$ cat config.mk
export PLATFORM = sky130hd
export DESIGN_NAME = hcsr04_echo_responder
export DESIGN_NICKNAME = d
export VERILOG_FILES = /design/src/rtl/ultra_pkg.sv /design/src/rtl/tick_gen_us.sv /design/src/rtl/hcsr04_echo_responder.sv
export SDC_FILE = /design/constraint.sdc
export NUM_CORES = 1
export LEC_CHECK = 0
export ABC_AREA = 1
export CAP_MARGIN = 40
export CORE_MARGIN = 5
export CORE_UTILIZATION = 50
export DETAILED_ROUTE_END_ITERATION = 16
export PLACE_DENSITY = 0.7
export SYNTH_ARGS = -nofsm -noshare
export SYNTH_HDL_FRONTEND = slang
export SYNTH_SLANG_ARGS = --single-unit
$ cat constraint.sdc
create_clock -name clk -period 6.3 [get_ports clk]
set_input_delay 1.26 -clock clk [delete_from_list [all_inputs] [get_ports clk]]
set_output_delay 1.26 -clock clk [all_outputs]
set_load 0.005 [all_outputs]
$ cat src/rtl/ultra_pkg.sv
// Shared definitions for the HC-SR04 trigger/echo path: responder FSM states and
// the distance-to-echo conversion constants that the controller also uses.
package ultra_pkg;

  typedef enum logic [2:0] {
    ST_IDLE,
    ST_TRIG_HI,
    ST_BURST,
    ST_ECHO,
    ST_HOLDOFF
  } ultra_state_e;

  localparam int unsigned US_PER_CM = 58;
  localparam int unsigned DIST_MAX  = 400;
  localparam int unsigned NO_OBJ_US = 38000;

  // Echo width in us for a given target; distance 0 is treated as "no object".
  function automatic logic [15:0] echo_len_us(
    input logic [8:0]  dist_cm,
    input logic        present,
    input int unsigned no_obj_us,
    input int unsigned us_per_cm,
    input int unsigned dist_max
  );
    logic [8:0] dist_clamped;
    if (!present || (dist_cm == '0)) begin
      return 16'(no_obj_us);
    end
    dist_clamped = (dist_cm > 9'(dist_max)) ? 9'(dist_max) : dist_cm;
    return 16'(dist_clamped) * 16'(us_per_cm);
  endfunction

endpackage

$ cat src/rtl/tick_gen_us.sv
// Microsecond tick prescaler: pulses tick on the terminal count of a 0..TICK_DIV-1
// counter; clear restarts the period so the caller can align ticks to state entry.
module tick_gen_us #(
  parameter int unsigned TICK_DIV = 100
) (
  input  logic clk,
  input  logic reset,
  input  logic clear,
  output logic tick
);

  localparam int unsigned CW = (TICK_DIV > 1) ? $clog2(TICK_DIV) : 1;
  localparam logic [CW-1:0] TERM = CW'(TICK_DIV - 1);

  logic [CW-1:0] cnt_q;
  logic [CW-1:0] cnt_d;

  assign tick = (cnt_q == TERM);

  always_comb begin
    cnt_d = cnt_q + 1'b1;
    if (clear || tick) begin
      cnt_d = '0;
    end
  end

  always_ff @(posedge clk) begin
    if (reset) begin
      cnt_q <= '0;
    end else begin
      cnt_q <= cnt_d;
    end
  end

endmodule

$ cat src/rtl/hcsr04_echo_responder.sv
// HC-SR04 sensor stand-in: accepts a validated trigger pulse, waits the burst
// delay, then returns an echo whose width encodes the emulated distance.
module hcsr04_echo_responder
  import ultra_pkg::*;
#(
  parameter int unsigned TICK_DIV       = 100,
  parameter int unsigned TRIG_MIN_US    = 10,
  parameter int unsigned BURST_DELAY_US = 200,
  parameter int unsigned US_PER_CM      = ultra_pkg::US_PER_CM,
  parameter int unsigned DIST_MAX       = ultra_pkg::DIST_MAX,
  parameter int unsigned NO_OBJ_US      = ultra_pkg::NO_OBJ_US,
  parameter int unsigned HOLDOFF_US     = 60000
) (
  input  logic       clk,
  input  logic       reset,
  input  logic       trigger,
  input  logic [8:0] distance_cm,
  input  logic       object_present,
  output logic       echo,
  output logic       busy,
  output logic       trig_err
);

  ultra_state_e state_q, state_d;
  logic [15:0]  us_cnt_q, us_cnt_d;
  logic [15:0]  us_cnt_inc;
  logic [15:0]  echo_len_q, echo_len_d;
  logic         echo_q, echo_d;
  logic         busy_q, busy_d;
  logic         trig_err_q, trig_err_d;
  logic         trig_s1_q, trig_s2_q, trig_dly_q;
  logic         trig_rise, trig_fall;
  logic         tick;
  logic         tick_clear;

  // Edge detection uses only the second synchronizer stage and its delayed copy.
  assign trig_rise = trig_s2_q & ~trig_dly_q;
  assign trig_fall = ~trig_s2_q & trig_dly_q;

  tick_gen_us #(
    .TICK_DIV(TICK_DIV)
  ) u_tick (
    .clk  (clk),
    .reset(reset),
    .clear(tick_clear),
    .tick (tick)
  );

  assign us_cnt_inc = us_cnt_q + 16'd1;

  always_comb begin
    state_d    = state_q;
    us_cnt_d   = us_cnt_q;
    echo_len_d = echo_len_q;
    trig_err_d = 1'b0;

    unique case (state_q)
      ST_IDLE: begin
        if (trig_rise) begin
          state_d  = ST_TRIG_HI;
          us_cnt_d = '0;
        end
      end

      ST_TRIG_HI: begin
        if (trig_fall) begin
          us_cnt_d = '0;
          if (us_cnt_q >= 16'(TRIG_MIN_US)) begin
            state_d    = ST_BURST;
            echo_len_d = echo_len_us(distance_cm, object_present, NO_OBJ_US,
                                     US_PER_CM, DIST_MAX);
          end else begin
            state_d    = ST_IDLE;
            trig_err_d = 1'b1;
          end
        end else if (tick && (us_cnt_q != '1)) begin
          us_cnt_d = us_cnt_inc;
        end
      end

      ST_BURST: begin
        if (tick) begin
          if (us_cnt_inc >= 16'(BURST_DELAY_US)) begin
            state_d  = ST_ECHO;
            us_cnt_d = '0;
          end else begin
            us_cnt_d = us_cnt_inc;
          end
        end
      end

      ST_ECHO: begin
        if (tick) begin
          if (us_cnt_inc >= echo_len_q) begin
            state_d  = ST_HOLDOFF;
            us_cnt_d = '0;
          end else begin
            us_cnt_d = us_cnt_inc;
          end
        end
      end

      ST_HOLDOFF: begin
        if (tick) begin
          if (us_cnt_inc >= 16'(HOLDOFF_US)) begin
            state_d  = ST_IDLE;
            us_cnt_d = '0;
          end else begin
            us_cnt_d = us_cnt_inc;
          end
        end
      end

      default: begin
        state_d  = ST_IDLE;
        us_cnt_d = '0;
      end
    endcase

    // Outputs follow the next state so they switch on the same edge as the FSM.
    tick_clear = (state_d != state_q);
    echo_d     = (state_d == ST_ECHO);
    busy_d     = (state_d != ST_IDLE);
  end

  always_ff @(posedge clk) begin
    if (reset) begin
      state_q    <= ST_IDLE;
      us_cnt_q   <= '0;
      echo_len_q <= '0;
      echo_q     <= 1'b0;
      busy_q     <= 1'b0;
      trig_err_q <= 1'b0;
      trig_s1_q  <= 1'b0;
      trig_s2_q  <= 1'b0;
      trig_dly_q <= 1'b0;
    end else begin
      state_q    <= state_d;
      us_cnt_q   <= us_cnt_d;
      echo_len_q <= echo_len_d;
      echo_q     <= echo_d;
      busy_q     <= busy_d;
      trig_err_q <= trig_err_d;
      trig_s1_q  <= trigger;
      trig_s2_q  <= trig_s1_q;
      trig_dly_q <= trig_s2_q;
    end
  end

  assign echo     = echo_q;
  assign busy     = busy_q;
  assign trig_err = trig_err_q;

endmodule

==> results.md, run 1 <==
* Die Ht at ~100 um
* Sequential share of power at around 37%
* H-tree depth at 2
* Setup-failing EPs final at 0
* Post-synth EDFFs at 0
* Setup TNS at 0 ns
* Global route overflow at 0
* RSZ-0062 raised after global routing: no
* Core area at 7770 um2
* Fillers at around 760
* CP Capture Type: flop
* Post-synthesis sequential area ratio at a little under a quarter
* CTS Buffer Depth at 2
* Global-route met2 utilization at roughly 28%
* Clk slew on worst S/H paths at around 0.090 ns
* Pwr/cell area at between 150 and 200 nW/um2
* Vias in the first global route at 3213
* Largest net degree at the start of global routing at 33
* Pre-antenna DRT Iters at 4
* Placer Congestion at about 0.9
* Setup Crit Path Kind: input pin to flop
* GR peak layer: met2
* Setup WS post-layout at about 1.0 ns
* Synth Register Bits at 47
* Post-Syn Instances at 560
* Slew headroom at 60.5%
* Ys Warns at 0
* Placement Setup Slack at approximately 0.7 ns
* Cell internal pwr at 0.000535 W
* Status: finished clean
* GRT met3 Usage at ~3.2%
* Sw frac at about a third
* Highest clock rate at roughly 190 MHz
* Via count of the routed design at 3491
* Syn avg cell area at around 7 um2
* Post-route ant nets at 0
* Worst IR Drop VDD at 0.107 mV
* Syn_nets at 630
* CP Max Fanout at 7
* Max_cap viols at 0
* Critical Path RT at 6.48 ns
* Met1 Use GR at a little under a quarter
* Initial antenna violation count at 0
* # rows at 32
* Total GRT Usage at around 17%
* First-pass GRT wire length at roughly 14000 um
* Clock sinks at between 40 and 50
* DRC at 0
* Die W at about 100 um
* CTS tree: built
* Worst-skew pair later-pin latency at 0.31 ns
* Top_reg_cell synth: dfxtp_1
* Power after layout at slightly above 0.0008 W
* Vias per inst at around 5.2
* Post_cts resized at 0
* Total I/O pin count at 16
* CP Launch Type: input pin
* WL final at between 8000 and 9000 um
* Mapped Area at about 4000 um2
* Initial DRC Count at between 200 and 250
* Clk_skew at ~0.013 ns
* Nets at 644
* Endpoints failing hold at 0
* Clock root buffer: clkbuf_8
* Detailed-placement wirelength estimate at 6810 um
* Part of the cycle the worst path needs at between 80 and 90%
* Post-CTS setup repair buffer count at 0
* DR WL/cell at 12.3 um
* Pleak at slightly above 2 nW
* Ratio of cells with drive above 1 in the final layout at 8.00%
* Max Slew Vio Count at 0
* Gate power share at between 30% and 40%
* Hold Buf Count CTS at 0
* Area grow syn2layout at 8.72%
* Worst hold path class: flop to flop
* PortBufs at 15
* Starting Density at approximately half
* Clock share of power at ~28%
* Worst slew pin tran at 0.591 ns
* Crit path time final at around 5.3 ns
* CTS Buf Count at 5
* Antenna diodes at 0
* Switch Pwr at about 0.00028 W
* Post-synth ARST share at 0%
* Die footprint at between 9000 and 10000 um2
* Yosys cell types at 46
* Critical path data arrival time at between 5 and 6 ns
-- metal layers --
metal / up-vias / wire (um)
met5: - / 0
met2: 66 / 3850
li1: 1845 / -
met1: 1576 / 4090
met3: 4 / 344
met4: 0 / 38
-- sequential cells by signal, summed over array words and instances (netlist names) --
register / cells
trig_s1_q: 1
busy: 1
trig_s2_q: 1
echo_len_q: 15
trig_err: 1
echo: 1
state_q: 3
trig_dly_q: 1
u_tick.cnt_q: 7
us_cnt_q: 16
-- cell usage after synthesis (2+ instances only) --
| cell | number | area (um2) |
|---|---|---|
| inv_1 | 87 | 327 |
| dfxtp_1 | 47 | 941 |
| nor2_2 | 3 | 18.8 |
| a21oi_2 | 2 | 17.5 |
| nand4_1 | 8 | 50.1 |
| nor2_1 | 64 | 240 |
| o21ai_0 | 9 | 45.0 |
| a211oi_1 | 4 | 30.0 |
| xor2_1 | 10 | 87.6 |
| o2111ai_1 | 3 | 26.3 |
| nand2_1 | 113 | 424 |
| xnor2_1 | 8 | 70.1 |
| a22oi_1 | 2 | 15.0 |
| clkinv_1 | 2 | 7.51 |
| nor3_1 | 5 | 25.0 |
| nor2_4 | 4 | 45.0 |
| nor4_1 | 5 | 31.3 |
| a21oi_1 | 38 | 190 |
| a221oi_1 | 2 | 17.5 |
| clkbuf_1 | 6 | 22.5 |
| a21o_1 | 2 | 15.0 |
| nand2_2 | 10 | 62.6 |
| nand3_2 | 10 | 100 |
| o21a_1 | 4 | 30.0 |
| a31oi_1 | 2 | 12.5 |
| nand3_1 | 35 | 175 |
| fa_1 | 13 | 260 |
| ha_1 | 44 | 551 |
-- final cells by class --
| type | instances | area (um2) | area share, % |
|---|---|---|---|
| Clock inverter | 3 | 43.8 | 1.00 |
| Timing Repair Buffer | 17 | 169 | 3.87 |
| Clock buffer | 5 | 68.8 | 1.58 |
| Tap cell | 102 | 128 | 2.92 |
| Multi-Input combinational cell | 414 | 2680 | 61.4 |
| Sequential cell | 47 | 941 | 21.5 |
| Inverter | 89 | 334 | 7.65 |
-- final timing paths --
path,startpoint,end,slack (ns),cells after the start
min,trig_s1_q,trig_s2_q,0.41,2
max reg2reg,us_cnt_q[1],us_cnt_q[4],3.07,20
max,distance_cm[0],echo_len_q[11],1.04,20
min reg2reg,trig_s1_q,trig_s2_q,0.41,2
-- cell usage in the layout, fill, tap and decap left out, types with 5 or more instances in the layout --
master           instances
nand2_1                113
inv_1                   87
nor2_1                  64
dfxtp_1                 47
ha_1                    44
a21oi_1                 38
nand3_1                 35
clkdlybuf4s50_1         15
fa_1                    13
nand2_2                 10
xor2_1                  10
nand3_2                 10
o21ai_0                  9
xnor2_1                  8
nand4_1                  8
nor4_1                   5
nor3_1                   5
clkbuf_8                 5
-- power by group through the flow --
stage	combinational (W)	clock [W]	sequential [W]
global route	0.000330	0.000244	0.000303
CTS	0.000286	0.000231	0.000303
finish	0.000286	0.000224	0.000303
floorplan	0.000227	0	0.000309
global placement	0.000278	0	0.000309
detailed placement	0.000285	0	0.000310
-- per-stage QoR --
| stage | instances | utilization (%) | hold WS, ns | area [um2] |
|---|---|---|---|---|
| after floorplan | 560 | - | 0.388 | 4020 |
| after global placement | 668 | 54.6 | 0.406 | 4240 |
| after detailed placement | 669 | 54.8 | 0.406 | 4250 |
| after CTS | 677 | 56.2 | 0.421 | 4370 |
| after global routing | 677 | 56.2 | 0.442 | 4370 |
| final | 677 | 56.2 | 0.415 | 4370 |
-- critical path, cell delays in order --
cell and delay [ns]:
clkdlybuf4s50_1 0.42, nor4_1 0.39, nand2_1 0.09, nand2_1 0.19, inv_1 0.06, nor2_1 0.25, inv_1 0.14, fa_1 0.49
ha_1 0.32, fa_1 0.46, ha_1 0.38, nand2_1 0.09, o21ai_0 0.23, a21oi_1 0.08, nor2_1 0.14, nor2_1 0.06
o21bai_1 0.15, a21oi_1 0.08, o21ai_0 0.08, a21oi_1 0.08
-- cell families after synthesis --
| group | after synthesis | share of synthesized area [%] |
|---|---|---|
| fa+ha+maj | 57 | 20.2 |
| xor+xnor | 20 | 4.74 |
| simple gates | 264 | 30.9 |
| compound gates | 73 | 11.0 |
| buf+inv | 99 | 9.78 |
| flops | 47 | 23.4 |
(Power assumes the default switching activity.)
==> run 2: changes to the inputs <==
--- a/config.mk
+++ b/config.mk
@@ -10,7 +10,7 @@
 export CORE_MARGIN = 5
 export CORE_UTILIZATION = 50
 export DETAILED_ROUTE_END_ITERATION = 16
-export PLACE_DENSITY = 0.7
+export PLACE_DENSITY = 0.72
 export SYNTH_ARGS = -nofsm -noshare
 export SYNTH_HDL_FRONTEND = slang
 export SYNTH_SLANG_ARGS = --single-unit
==> constraint.sdc (replaced) <==
create_clock -name clk -period 4.48 [get_ports clk]
set_input_delay 0.896 -clock clk [delete_from_list [all_inputs] [get_ports clk]]
set_output_delay 0.896 -clock clk [all_outputs]
set_load 0.005 [all_outputs]
==> run 2 against run 1 <==
Global-route usage up 1.8 points. Power up 58%. Worst hold slack better by 0.00057 ns. Register-to-register slack worse by 1.8 ns. Clock skew down 0.0035 ns. Clock-buffer cell count up 1. Clock power up 14%. Routed wire length up 7.2%. Core utilization up 5.5 points. Highest routed layer unchanged.
==> results.md, run 2 (synthesis gave the netlist of run 1 again) <==
* Vias per inst at 5.15 (-0.13%)
* Max reg flops at 16 (unchanged)
* Clock root buffer: clkbuf_8
* Starting Density at 51.7% (unchanged)
* Setup-failing EPs final at 0 (unchanged)
* FF-to-FF path depth at 20 (unchanged)
* Die Ht at 99.6 um (unchanged)
* Clock sinks at 47 (unchanged)
* WL final at 8920 um (+7.2%)
* Pleak at 2.26 nW (+12%)
* Global route overflow at 0 (unchanged)
* Clk slew on worst S/H paths at 0.09 ns (about the same)
* Area grow syn2layout at 19.4%
* Commonest non-fill, non-tap cells in the layout: nand2_1, inv_1, nor2_1
* Commonest non-fill, non-tap cell in the layout: nand2_1
* Worst slew pin tran at 0.624 ns (+0.0336 ns)
* Clock share of power at 19.8% (-7.8 points)
* Clk_skew at 0.00994 ns (-0.00355 ns)
* Vias in the first global route at 3620 (+13%)
* Setup Crit Path Kind: input pin to flop
* CTS Buffer Depth at 2 (unchanged)
* Post-DP Area at 4520 um2 (+6.2%)
* CP Launch Type: input pin
* Hold Buf Count CTS at 0 (unchanged)
* Part of the cycle the worst path needs at between 90% and 100%
* Most flops, register: us_cnt_q
* Initial antenna violation count at 0 (unchanged)
* Antenna diodes at 0 (unchanged)
* Crit-path cells: clkdlybuf4s15_1, nor4_4, nand2_2, nand2_4, inv_2, nor2_4, buf_4, fa_1, inv_1, ha_1, inv_1, fa_1, inv_2, ha_4, a21o_1, nand3_2, nand2_2, a21oi_2, nor2_1, o21ai_1, nand2_1, xnor2_1, a21oi_1
* Critical path data arrival time at 4.46 ns (-0.98 ns)
* Crit path time final at between 4 and 5 ns
* Pre-antenna DRT Iters at 4 (unchanged)
* Total I/O pin count at 16 (unchanged)
* Post-route ant nets at 0 (unchanged)
* CP max stage cell: fa_1
* Gate power share at 47.1% (+12 points)
* DRC at 0 (unchanged)
* Worst hold margin at 0.415 ns (+0.000571 ns)
* DR WL/cell at 12.5 um (+1.5%)
* CTS Buf Count at 5 (unchanged)
* Die W at 99.6 um (unchanged)
* Max_cap viols at 0 (unchanged)
* Power after layout at 0.00129 W (+58%)
* # rows at 32 (unchanged)
* Total GRT Usage at 19.0% (+1.8 points)
* PortBufs at 15 (unchanged)
* Pwr/cell area at 269 nW/um2 (+44%)
* Worst IR Drop VDD at 0.164 mV (+53%)
* Initial DRC Count at 185 (-10%)
* Detailed-placement wirelength estimate at 6990 um (+2.7%)
* Die footprint at 9930 um2 (unchanged)
* Post-layout util at 61.8% (+5.5 points)
* Largest net degree at the start of global routing at 32 (-3.0%)
* Sw frac at 35.6% (+1.4 points)
* CP Capture Type: flop
* Endpoints failing hold at 0 (unchanged)
* Placer Congestion at 0.916 (+2.4%)
* Highest clock rate at between 200 and 250 MHz
* Max Slew Vio Count at 0 (unchanged)
* Worst-skew pair later-pin latency at 0.30 ns (about the same)
* H-tree depth at 2 (unchanged)
* Via count of the routed design at 3682 (+5.5%)
* Design Area, Final at 4800 um2 (+9.9%)
* Largest stage delay on the critical path at 0.42 ns (-0.07 ns)
* Cell internal pwr at 0.000829 W (+55%)
* Hold Path Stages at 2 (unchanged)
* Area occupied by multi-input gates at 2830 um2 (+5.6%)
* Nets at 682 (+5.9%)
* Register area at 941 um2 (unchanged)
* Critical Path RT at 4.71 ns (-1.77 ns)
* Core area at 7770 um2 (unchanged)
* Fillers at 709 (-6.5%)
* First-pass GRT wire length at 15700 um (+10%)
* Status: finished clean
* Ratio of cells with drive above 1 in the final layout at 18.4% (+10 points)
* Worst hold path class: flop to flop
* Sequential share of power at 33.0% (-4.2 points)
* Slew headroom at 58.2% (-2.2 points)
* CP Max Fanout at 5 (-2)
* CTS tree: built
* Switch Pwr at 0.000459 W (+65%)
* Biggest registers after layout: us_cnt_q x16, echo_len_q x15, u_tick.cnt_q x7
## run 2: cell types whose count changed in the layout (fill, tap and decap cells not counted), moves of 4 or more
| cell | previous run | this run |
|---|---|---|
| ha_4 | 0 | 4 |
| buf_4 | 1 | 38 |
| nand2_1 | 113 | 104 |
| nand2_2 | 10 | 17 |
| dlymetal6s2s_1 | 0 | 7 |
| inv_2 | 0 | 5 |
| ha_1 | 44 | 40 |
| clkdlybuf4s50_1 | 15 | 6 |
| inv_1 | 87 | 82 |
| a21oi_1 | 38 | 34 |
## run 2: critical path: cells and delay by family
kind            cells  cell delay, ns
fa+ha+maj           4            1.22
simple gates        8            0.98
buf+inv             6            0.62
compound gates      4            0.62
xor+xnor            1            0.12
## run 2: power by group through the flow
stage	logic [W]	clock network (W)	registers (W)
2_1_floorplan	0.000319	0	0.000435
3_3_place_gp	0.000493	0	0.000435
3_5_place_dp	0.000504	0	0.000435
4_1_cts	0.000582	0.000262	0.000425
5_1_grt	0.000679	0.000287	0.000426
6_report	0.000608	0.000256	0.000425
## run 2: repair_timing
item | in CTS | in global routing
endpoints found under the setup margin | 6 | 7
gates resized for setup | 31 | 18
setup buffers | 3 | 0
pin swaps | 16 | 11
## run 2: layer usage
layer | GRT usage [%] | wire length [um] | share of wire [%] | up-vias
met5 | 0 | 0 | 0 | -
met4 | 4.10 | 96 | 1.1 | 0
met3 | 3.23 | 358 | 4.0 | 10
met2 | 32.1 | 4300 | 48 | 60
met1 | 25.3 | 4170 | 47 | 1697
li1 | - | - | - | 1915
## run 2: metrics by stage
stage	setup WS, ns	setup TNS (ns)	cells
2_1_floorplan	0.102	0	560
3_3_place_gp	-0.402	-2.40	703
3_5_place_dp	-0.611	-3.84	704
4_1_cts	0.00402	0	715
5_1_grt	-0.000604	-0.000604	715
6_report	0.248	0	715
## run 2: worst paths after layout
check / startpoint / end / slack, ns
min: trig_s1_q / trig_s2_q / 0.42
min reg2reg: trig_s1_q / trig_s2_q / 0.42
max: distance_cm[3] / echo_len_q[12] / 0.25
max reg2reg: us_cnt_q[1] / us_cnt_q[8] / 1.24
## run 2: final cells by class
cell class	instances	area share, %
clock buffer	6	1.51
inverter	89	6.96
multi-input combinational	414	59.1
clock inverter	2	0.261
tap	102	2.66
sequential	47	19.6
timing repair buffer	55	9.91
